File: config.mk
export PLATFORM = sky130hd
export DESIGN_NAME = fixed_vec_packer_flat
export DESIGN_NICKNAME = d
export VERILOG_FILES = /design/src/rtl/fixed_vec_packer_if.sv /design/src/rtl/fixed_vec_packer.sv /design/src/flat_wrapper.sv
export SDC_FILE = /design/constraint.sdc
export NUM_CORES = 2
export LEC_CHECK = 0
export BUFFER_PORTS_ARGS = -buffer_cell sky130_fd_sc_hd__buf_2
export CAP_MARGIN = 15
export CELL_PAD_IN_SITES_DETAIL_PLACEMENT = 1
export CELL_PAD_IN_SITES_GLOBAL_PLACEMENT = 1
export CORE_MARGIN = 2
export CORE_UTILIZATION = 43
export CTS_CLUSTER_DIAMETER = 50
export DETAILED_ROUTE_END_ITERATION = 10
export PLACE_DENSITY_LB_ADDON = 0.25
export SLEW_MARGIN = 25
export SYNTH_ARGS = -nofsm -noshare
export SYNTH_HDL_FRONTEND = slang
export SYNTH_SLANG_ARGS = --single-unit
File: constraint.sdc
create_clock -name clk -period 5.95 [get_ports clk]
set_clock_uncertainty 0.05 [all_clocks]
set_input_delay 1.19 -clock clk [delete_from_list [all_inputs] [get_ports clk]]
set_output_delay 1.19 -clock clk [all_outputs]
set_load 0.1 [all_outputs]
File: src/rtl/fixed_vec_packer_if.sv
// ---------------------------------------------------------------------------
// fixed_vec_packer_if
//
// Bundles the element stream, the packed vector that feeds the adder tree,
// and the shadow-pipe status that goes alongside the tree output.
//
// Signals:
//   in_valid  - element present on in_data (producer -> packer)
//   in_ready  - packer can accept an element (packer -> producer)
//   in_data   - signed element value
//   in_last   - element closes the current group (qualified by in_valid)
//   flush     - force emission of a partially filled vector
//   vec_data  - unpacked LANES-wide vector to the tree
//   vec_valid - one-cycle pulse, vec_data updated this cycle
//   sum_valid - tree output holds the sum of a packed vector this cycle
//   sum_last  - that sum closes a group
//   sum_count - number of real (non-pad) lanes in that sum
//
// Modports:
//   master - producer / test side (drives the element stream)
//   slave  - the packer itself
// ---------------------------------------------------------------------------
interface fixed_vec_packer_if #(
  parameter int DATA_WIDTH = 32,
  parameter int LANES      = 32
);
  localparam int CNT_W = $clog2(LANES) + 1;

  logic                         in_valid;
  logic                         in_ready;
  logic signed [DATA_WIDTH-1:0] in_data;
  logic                         in_last;
  logic                         flush;
  logic signed [DATA_WIDTH-1:0] vec_data [0:LANES-1];
  logic                         vec_valid;
  logic                         sum_valid;
  logic                         sum_last;
  logic [CNT_W-1:0]             sum_count;

  modport master (
    output in_valid,
    output in_data,
    output in_last,
    output flush,
    input  in_ready,
    input  vec_data,
    input  vec_valid,
    input  sum_valid,
    input  sum_last,
    input  sum_count
  );

  modport slave (
    input  in_valid,
    input  in_data,
    input  in_last,
    input  flush,
    output in_ready,
    output vec_data,
    output vec_valid,
    output sum_valid,
    output sum_last,
    output sum_count
  );
endinterface

File: src/rtl/fixed_vec_packer.sv
// ---------------------------------------------------------------------------
// fixed_vec_packer
//
// Producer-side front end for the LANES-input pipelined adder tree. Serial
// signed elements arrive over a valid/ready handshake and are packed into a
// LANES-wide vector; short groups are zero-padded. A {valid, last, count}
// shadow pipe, TREE_LATENCY deep, marks the cycle on which the tree output
// holds the sum of each emitted vector.
//
// Ports:
//   clk   - clock, all state updates on posedge
//   rst_n - asynchronous, active-low reset
//   bus   - fixed_vec_packer_if.slave (element stream in, vector and sum
//           status out)
//
// Parameters:
//   DATA_WIDTH   - width of each signed element / vector lane
//   LANES        - vector width, power of two >= 2, equals tree fan-in
//   TREE_LATENCY - cycles from a vector update to the tree sum register
// ---------------------------------------------------------------------------
module fixed_vec_packer #(
  parameter int DATA_WIDTH   = 32,
  parameter int LANES        = 32,
  parameter int TREE_LATENCY = 5
) (
  input  logic                clk,
  input  logic                rst_n,
  fixed_vec_packer_if.slave   bus
);

  localparam int CW = $clog2(LANES);
  localparam int NW = CW + 1;

  // Fill pointer and staging buffer for the group being assembled
  logic [CW-1:0]                cnt;
  logic signed [DATA_WIDTH-1:0] staging [0:LANES-1];

  // Per-cycle decode
  logic                         beat;
  logic                         emit;
  logic [NW-1:0]                fill;
  logic signed [DATA_WIDTH-1:0] next_vec [0:LANES-1];

  // Side information that travels with vec_valid into the shadow pipe
  logic                         vec_last;
  logic [NW-1:0]                vec_count;

  // Shadow pipe stages; stage k holds the entry that entered k+1 cycles ago
  logic [TREE_LATENCY-1:0]      pipe_valid;
  logic [TREE_LATENCY-1:0]      pipe_last;
  logic [NW-1:0]                pipe_count [0:TREE_LATENCY-1];

  // Handshake and emit decode. fill is the group length including the beat
  // on this cycle, which is the number of real lanes if we emit now.
  always_comb begin
    beat = bus.in_valid && bus.in_ready;
    fill = beat ? ({1'b0, cnt} + NW'(1)) : {1'b0, cnt};
    if (beat) begin
      emit = (cnt == CW'(LANES - 1)) || bus.in_last || bus.flush;
    end else begin
      emit = bus.flush && (cnt != '0);
    end
  end

  // Next vector contents: the closing beat is forwarded straight into its
  // lane, so the vector does not need an extra cycle through the staging
  // buffer. Lanes at or above the fill level are forced to zero padding.
  always_comb begin
    for (int i = 0; i < LANES; i++) begin
      next_vec[i] = '0;
      if (NW'(i) < fill) begin
        if (beat && (CW'(i) == cnt)) begin
          next_vec[i] = bus.in_data;
        end else begin
          next_vec[i] = staging[i];
        end
      end
    end
  end

  // in_ready is held low through reset and rises on the first edge after
  // release; the tree never stalls, so it stays high from then on.
  always_ff @(posedge clk or negedge rst_n) begin
    if (!rst_n) begin
      bus.in_ready <= 1'b0;
    end else begin
      bus.in_ready <= 1'b1;
    end
  end

  // Staging buffer and fill pointer. Emission clears everything so the
  // next group can start on the very next cycle without a bubble, and so
  // that unwritten lanes are always zero.
  always_ff @(posedge clk or negedge rst_n) begin
    if (!rst_n) begin
      cnt <= '0;
      for (int i = 0; i < LANES; i++) begin
        staging[i] <= '0;
      end
    end else if (emit) begin
      cnt <= '0;
      for (int i = 0; i < LANES; i++) begin
        staging[i] <= '0;
      end
    end else if (beat) begin
      cnt          <= cnt + CW'(1);
      staging[cnt] <= bus.in_data;
    end
  end

  // Vector register towards the tree. vec_data is held between emissions;
  // the tree re-summing it is harmless because only the shadow pipe marks
  // meaningful sums. last/count are zero outside the emission pulse so the
  // shadow pipe carries clean zeros between entries.
  always_ff @(posedge clk or negedge rst_n) begin
    if (!rst_n) begin
      bus.vec_valid <= 1'b0;
      vec_last      <= 1'b0;
      vec_count     <= '0;
      for (int i = 0; i < LANES; i++) begin
        bus.vec_data[i] <= '0;
      end
    end else begin
      bus.vec_valid <= emit;
      vec_last      <= emit && beat && bus.in_last;
      vec_count     <= emit ? fill : '0;
      if (emit) begin
        for (int i = 0; i < LANES; i++) begin
          bus.vec_data[i] <= next_vec[i];
        end
      end
    end
  end

  // Shadow pipe. An entry entering with vec_valid at cycle T reaches the
  // last stage at T+TREE_LATENCY, the same cycle the tree output register
  // holds that vector's sum. Every stage shifts every cycle, so back-to-back
  // emissions stay distinct.
  always_ff @(posedge clk or negedge rst_n) begin
    if (!rst_n) begin
      pipe_valid <= '0;
      pipe_last  <= '0;
      for (int i = 0; i < TREE_LATENCY; i++) begin
        pipe_count[i] <= '0;
      end
    end else begin
      pipe_valid[0] <= bus.vec_valid;
      pipe_last[0]  <= vec_last;
      pipe_count[0] <= vec_count;
      for (int i = 1; i < TREE_LATENCY; i++) begin
        pipe_valid[i] <= pipe_valid[i-1];
        pipe_last[i]  <= pipe_last[i-1];
        pipe_count[i] <= pipe_count[i-1];
      end
    end
  end

  assign bus.sum_valid = pipe_valid[TREE_LATENCY-1];
  assign bus.sum_last  = pipe_last[TREE_LATENCY-1];
  assign bus.sum_count = pipe_count[TREE_LATENCY-1];

endmodule

File: src/flat_wrapper.sv
// flat-port wrapper written by rule: the top's interface ports become plain ports
module fixed_vec_packer_flat 
#(
  parameter int DATA_WIDTH   = 32,
  parameter int LANES        = 32,
  parameter int TREE_LATENCY = 5
)
  (clk, rst_n, bus_in_valid, bus_in_data, bus_in_last, bus_flush, bus_in_ready, bus_vec_data, bus_vec_valid, bus_sum_valid, bus_sum_last, bus_sum_count);
  fixed_vec_packer_if #(.DATA_WIDTH(DATA_WIDTH), .LANES(LANES)) bus_i ();
  input  logic clk;
  input  logic rst_n;
  input wire logic [$bits(bus_i.in_valid)-1:0] bus_in_valid;
  input wire logic [$bits(bus_i.in_data)-1:0] bus_in_data;
  input wire logic [$bits(bus_i.in_last)-1:0] bus_in_last;
  input wire logic [$bits(bus_i.flush)-1:0] bus_flush;
  output wire logic [$bits(bus_i.in_ready)-1:0] bus_in_ready;
  output wire logic [$bits(bus_i.vec_data)-1:0] bus_vec_data;
  output wire logic [$bits(bus_i.vec_valid)-1:0] bus_vec_valid;
  output wire logic [$bits(bus_i.sum_valid)-1:0] bus_sum_valid;
  output wire logic [$bits(bus_i.sum_last)-1:0] bus_sum_last;
  output wire logic [$bits(bus_i.sum_count)-1:0] bus_sum_count;
  assign bus_i.in_valid = bus_in_valid;
  assign bus_i.in_data = bus_in_data;
  assign bus_i.in_last = bus_in_last;
  assign bus_i.flush = bus_flush;
  assign bus_in_ready = bus_i.in_ready;
  assign bus_vec_data = {>>{bus_i.vec_data}};
  assign bus_vec_valid = bus_i.vec_valid;
  assign bus_sum_valid = bus_i.sum_valid;
  assign bus_sum_last = bus_i.sum_last;
  assign bus_sum_count = bus_i.sum_count;
  fixed_vec_packer #(.DATA_WIDTH(DATA_WIDTH), .LANES(LANES), .TREE_LATENCY(TREE_LATENCY)) u_core (.clk(clk), .rst_n(rst_n), .bus(bus_i));
endmodule
* Word level (Yosys, flattened, before mapping)
Index checks and enable logic that the tools add are counted.
** Storage, ports and cells
- Register bits :: 2102
- Input port bits :: 37
- Output and inout port bits :: 1034
** Operators by class
- Equality and inequality tests :: 32
- Reductions and logical operators :: 42
- Muxes and demuxes :: 74
- Bitwise operators :: 1
- Order comparisons :: 34
- $add $sub $neg :: 2
** Operator list (count)
- $mux 32 :: 65
- $mux 1024 :: 2
- $bwmux 1024 :: 1
- $demux 32 s5 :: 1
- $lt 5x6->1 const A :: 16
- $eq 5x5->1 const A :: 16
- $lt 4x6->1 const A :: 8
- $eq 4x5->1 const A :: 8
- $logic_and 1x1->1 :: 37
- $lt 3x6->1 const A :: 4
- $eq 3x5->1 const A :: 4
- $lt 1x6->1 const A :: 2
- $lt 2x6->1 const A :: 2
- $mux 6 :: 2
- $eq 2x5->1 const A :: 2
- $mux 5 :: 2
- $add 5x1->6 const B :: 1
- $ge 6x6->1 const B :: 1
- $lt 6x1->1 const B :: 1
- $not 5->6 :: 1
- $add 5x1->5 const B :: 1
- $eq 1x5->1 const A :: 1
- $eq 5x5->1 const B :: 1
- $logic_not 5->1 :: 1
- other kinds (4) :: 5

* Longest topological paths before layout
- Depth after elaboration :: 8
- Gate-level depth with buffers :: 16
- Depth with buffers taken out :: 9

* Worst setup path after synthesis
OpenSTA, ideal clock, no wires.
- Kind :: reg-to-reg
- From :: register u_core.cnt[2]
- To :: register u_core.bus.vec_data[560]
- Data required time :: 5.804 ns
- Setup slack :: 2.868 ns
- Arrival time :: 2.937 ns
- Stages on the path, launching flop included :: 17
- Period minus slack after synthesis :: 3.082 ns
- Path through :: dfrtp_1 -> buf_4 -> buf_4 -> buf_2 -> buf_2 -> nand3_1 -> inv_1 -> ha_1 -> or3_1 -> clkbuf_1 -> nand2_1 -> buf_4 -> buf_4 -> buf_2 -> clkbuf_1 -> nand2_1 -> o31ai_1
** Between the ends
- Longest elaborated chain between the ends :: 4
- Elaborated cells on any way between the ends :: 13
- Classes of those cells :: 1 x add/sub; 1 x order compare; 2 x eq/ne; 4 x mux; 5 x reduce/logical
** Ends and longest elaborated chain
- start, declared :: RTL line fixed_vec_packer.sv:35 : logic [CW-1:0] cnt;
- start signal, assigned :: RTL line fixed_vec_packer.sv:106 : cnt <= cnt + CW'(1);
- $add 5x1->6 (tied with other cells) :: RTL line fixed_vec_packer.sv:57 : fill = beat ? ({1'b0, cnt} + NW'(1)) : {1'b0, cnt};
- $mux 6 (tied with other cells) :: RTL line fixed_vec_packer.sv:57
- $lt 4x6->1 (tied with other cells) :: RTL line fixed_vec_packer.sv:71 : if (NW'(i) < fill) begin
- $mux 32 or $mux 1 (tied branches) :: RTL line fixed_vec_packer.sv:71, fixed_vec_packer.sv:58
- end signal, assigned by index :: RTL line fixed_vec_packer.sv:129 : bus.vec_data[i] <= next_vec[i];
- end, declared :: RTL line fixed_vec_packer_if.sv:59 : output vec_data,
Several ways; a longest one is shown, not always the timed one.
A chain may end at the register's enable or synchronous reset.

* Final worst setup path
- From :: register u_core.cnt[0]
- To :: register u_core.bus.vec_data[749]
Same word-level chain as after synthesis.

==> out/qor.yml <==
synthFlopType: "dfrtp_1"
cts_tree: "done"
dp_cells: 10507
synth-seq-cells: 2102
ff2ff_path_depth: 10
yosys.area.top_type: "dfrtp_1"
power.switching_uw: 12300
grt_max_degree: 224
syn_nets: 7451
cp.required_ps: 6700
finalNetCount: 8109
synth_area_sq_um: 88600
place_ws_ps: 1430
period_needed_ps: 4510
post-route-period-util: 0.758
dieWidth_um: 458
holdWs_ps: 263
avgSynthCellArea_sq_um: 12.0
wirelength_um: 348000
detail_route.wl_per_cell_um: 31.8
swShare: 0.335
grt_pass1_wl_um: 506000
ant_nets: 0
clkTransAtPathRegs_ps: 70
dp_hpwl_um: 218000
seq_area_sq_um: 52600
synth_enable_flop_cells: 0
startpoint_type: "register"
dieArea_sq_um: 210000
grt_overflow: 0
postCtsHoldBufs: 0
rsz0062_at_grt: "no"
worstReg2RegStart: "u_core.cnt[0]"
crit_path_end: "u_core.bus.vec_data[749]"
timing.slew.headroom: 0.260
cts_setup_buffers: 0
nFillCells: 21210
synth-seq-area-share: 0.593
outcome: "finished clean"
area_growth_pct: 18.2
drtIter0Drc: 6188
vias: 67715
netlist.area_leader.share: 0.593
clock_path_buffers: 3
design.portCount: 1071
setup_slack_ps: 1440
async_flop_share: 1.00
pwr-share-comb: 0.166
final_cells: 10962
setup_viol: 0
yosys.cell_types.count: 59
ctsResizeCount: 0
drc: 0
r2r-end: "u_core.bus.vec_data[749]"
globalplace.congestion: 0.861
multi_input_area_sq_um: 32900
h-tree-depth: 4
yosys_warnings: 0
start_util: 0.433
maxSlewViolCount: 0
end_kind: "register"
via_per_inst: 6.18
finalSetupTns_ps: 0
grtUsageTotal: 0.326
crit_arrival_ps: 5260
p_leak_uw: 0.0499
ir_drop_uv: 321
portBuffers: 1070
placementRows: 166
p_seq_frac: 0.416
syn_inst: 7407
intPower_uw: 24400
tightest_slew_ps: 1110
first_pass_iters: 6
root_buffer: "clkbuf_16"
maxCapViolCount: 0
grt_pass1_vias: 70090
hold_viol_final: 0
critPathLaunch: "u_core.cnt[0]"
synth.area.top_cells: "dfrtp_1, mux2i_1, a22o_1"
die_y_um: 458
core_sq_um: 205000
critPathMaxFanout: 133
criticalPathCategory: "register to register"
cts_buffers: 237
drive_gt1_frac: 0.219
antenna_found_initial: 10
powerDensity_nw_per_um2: 350
max_freq_ghz: 0.222
clock_power_share: 0.418
min_path_type: "input port to asynchronous set/reset pin"
clk_latency_ps: 920
clock-sinks: 2102
r2r_slack_ps: 1440
==> logic make-up (layout without fill, tap and decap cells) <==
logic type,after synthesis,in the layout,synth area share
muxes,1025,1025,0.116
and+or+nand+nor,1246,1246,0.0568
buffers and inverters,876,1736,0.0432
adders and majority gates,7,7,0.000988
AOI/OAI and AO/OA,2145,2145,0.189
other,1,8,0.0000423
DFF,2102,2102,0.593
xor gates and xnor gates,5,5,0.000579
==> final cells by class <==
class / instances / area share
antenna: 7 / 0.000167
clock inverter: 113 / 0.0144
tap: 2688 / 0.0321
multi-input combinational: 4429 / 0.314
clock buffer: 328 / 0.0649
sequential: 2102 / 0.502
inverter: 9 / 0.000394
timing repair buffer: 1286 / 0.0722
==> power groups by stage <==
stage          Clock [uW]  Sequential [uW]  Combinational [uW]
2_1_floorplan           0            18100                1410
3_3_place_gp            0            15500                6010
3_5_place_dp            0            15500                6080
4_1_cts             15500            15200                6090
5_1_grt             16100            15200                6330
6_report            15300            15200                6100
==> synth_stat cells, drive strengths merged (2+ instances only) <==
library cell	instances
o21ai	238
nor3b	3
nand3	14
o22a	2
a211oi	261
nand2	821
nand3b	2
mux2i	1025
buf	336
dfrtp	2102
a31oi	8
a22o	993
nand4	2
and2	2
nand2b	9
clkbuf	531
xnor2	4
a21o	2
and3	4
nor3	30
o31ai	587
nor2	344
nor2b	3
o22ai	3
a21oi	12
ha	7
inv	9
a22oi	32
or3	5
==> per-layer routing <==
layer	wire, um	GRT usage
met5	34	0
met4	26000	0.212
met3	21200	0.0566
met2	159000	0.502
met1	142000	0.426
==> worst max-delay path, stage by stage (launching register included) <==
cell and delay (ps):
dfrtp_1 640, ha_1 350, nand3_1 220, inv_1 130
ha_1 250, or3_1 390, nand2_4 480, inv_8 660
buf_12 480, nor2_1 90, a211oi_1 290
==> registers in the layout, indices dropped and copies added, names as in the netlist <==
signal and cells:
u_core.vec_last 1, u_core.staging 1024, u_core.pipe_last 5, u_core.pipe_count 24, u_core.bus.in_ready 1, u_core.vec_count 6, u_core.bus.sum_count 6, u_core.bus.vec_valid 1
u_core.bus.vec_data 1024, u_core.cnt 5, u_core.pipe_valid 5
==> worst min-delay path by stage <==
stage                                    end  depth (start not counted)
detailed placement     u_core.pipe_count[29]                          0
finish                   u_core.staging[919]                          1
CTS                 u_core.bus.vec_data[725]                          1
global route             u_core.staging[919]                          1
floorplan            u_core.bus.sum_count[0]                          0
global placement        u_core.pipe_valid[1]                          0
==> layout by cell type (no fill, tap or decap), types with 14 or more instances in the layout <==
cell / synthesis / final
a211oi_1: 258 / 256
a22o_1: 993 / 993
a22oi_1: 32 / 32
buf_12: 0 / 23
buf_2: 261 / 1037
buf_4: 54 / 213
bufinv_16: 0 / 19
clkbuf_1: 529 / 39
clkbuf_16: 0 / 237
clkbuf_8: 0 / 52
clkinv_2: 0 / 32
clkinv_4: 0 / 17
clkinvlp_4: 0 / 15
dfrtp_1: 2102 / 2101
mux2i_1: 1025 / 1025
nand2_1: 820 / 816
nor2_1: 329 / 298
nor2_2: 15 / 23
nor2_4: 0 / 23
nor3_4: 8 / 14
o21ai_0: 97 / 96
o21ai_1: 140 / 129
o31ai_1: 581 / 581
==> stage by stage <==
step	total power (uW)	cell area (sq um)	utilization
6_report	36700	105000	0.511
5_1_grt	37700	105000	0.511
4_1_cts	36900	105000	0.510
3_5_place_dp	21600	96200	0.470
3_3_place_gp	21500	96100	0.469
2_1_floorplan	19500	88600	-
Power figures use the tool's default switching activity.
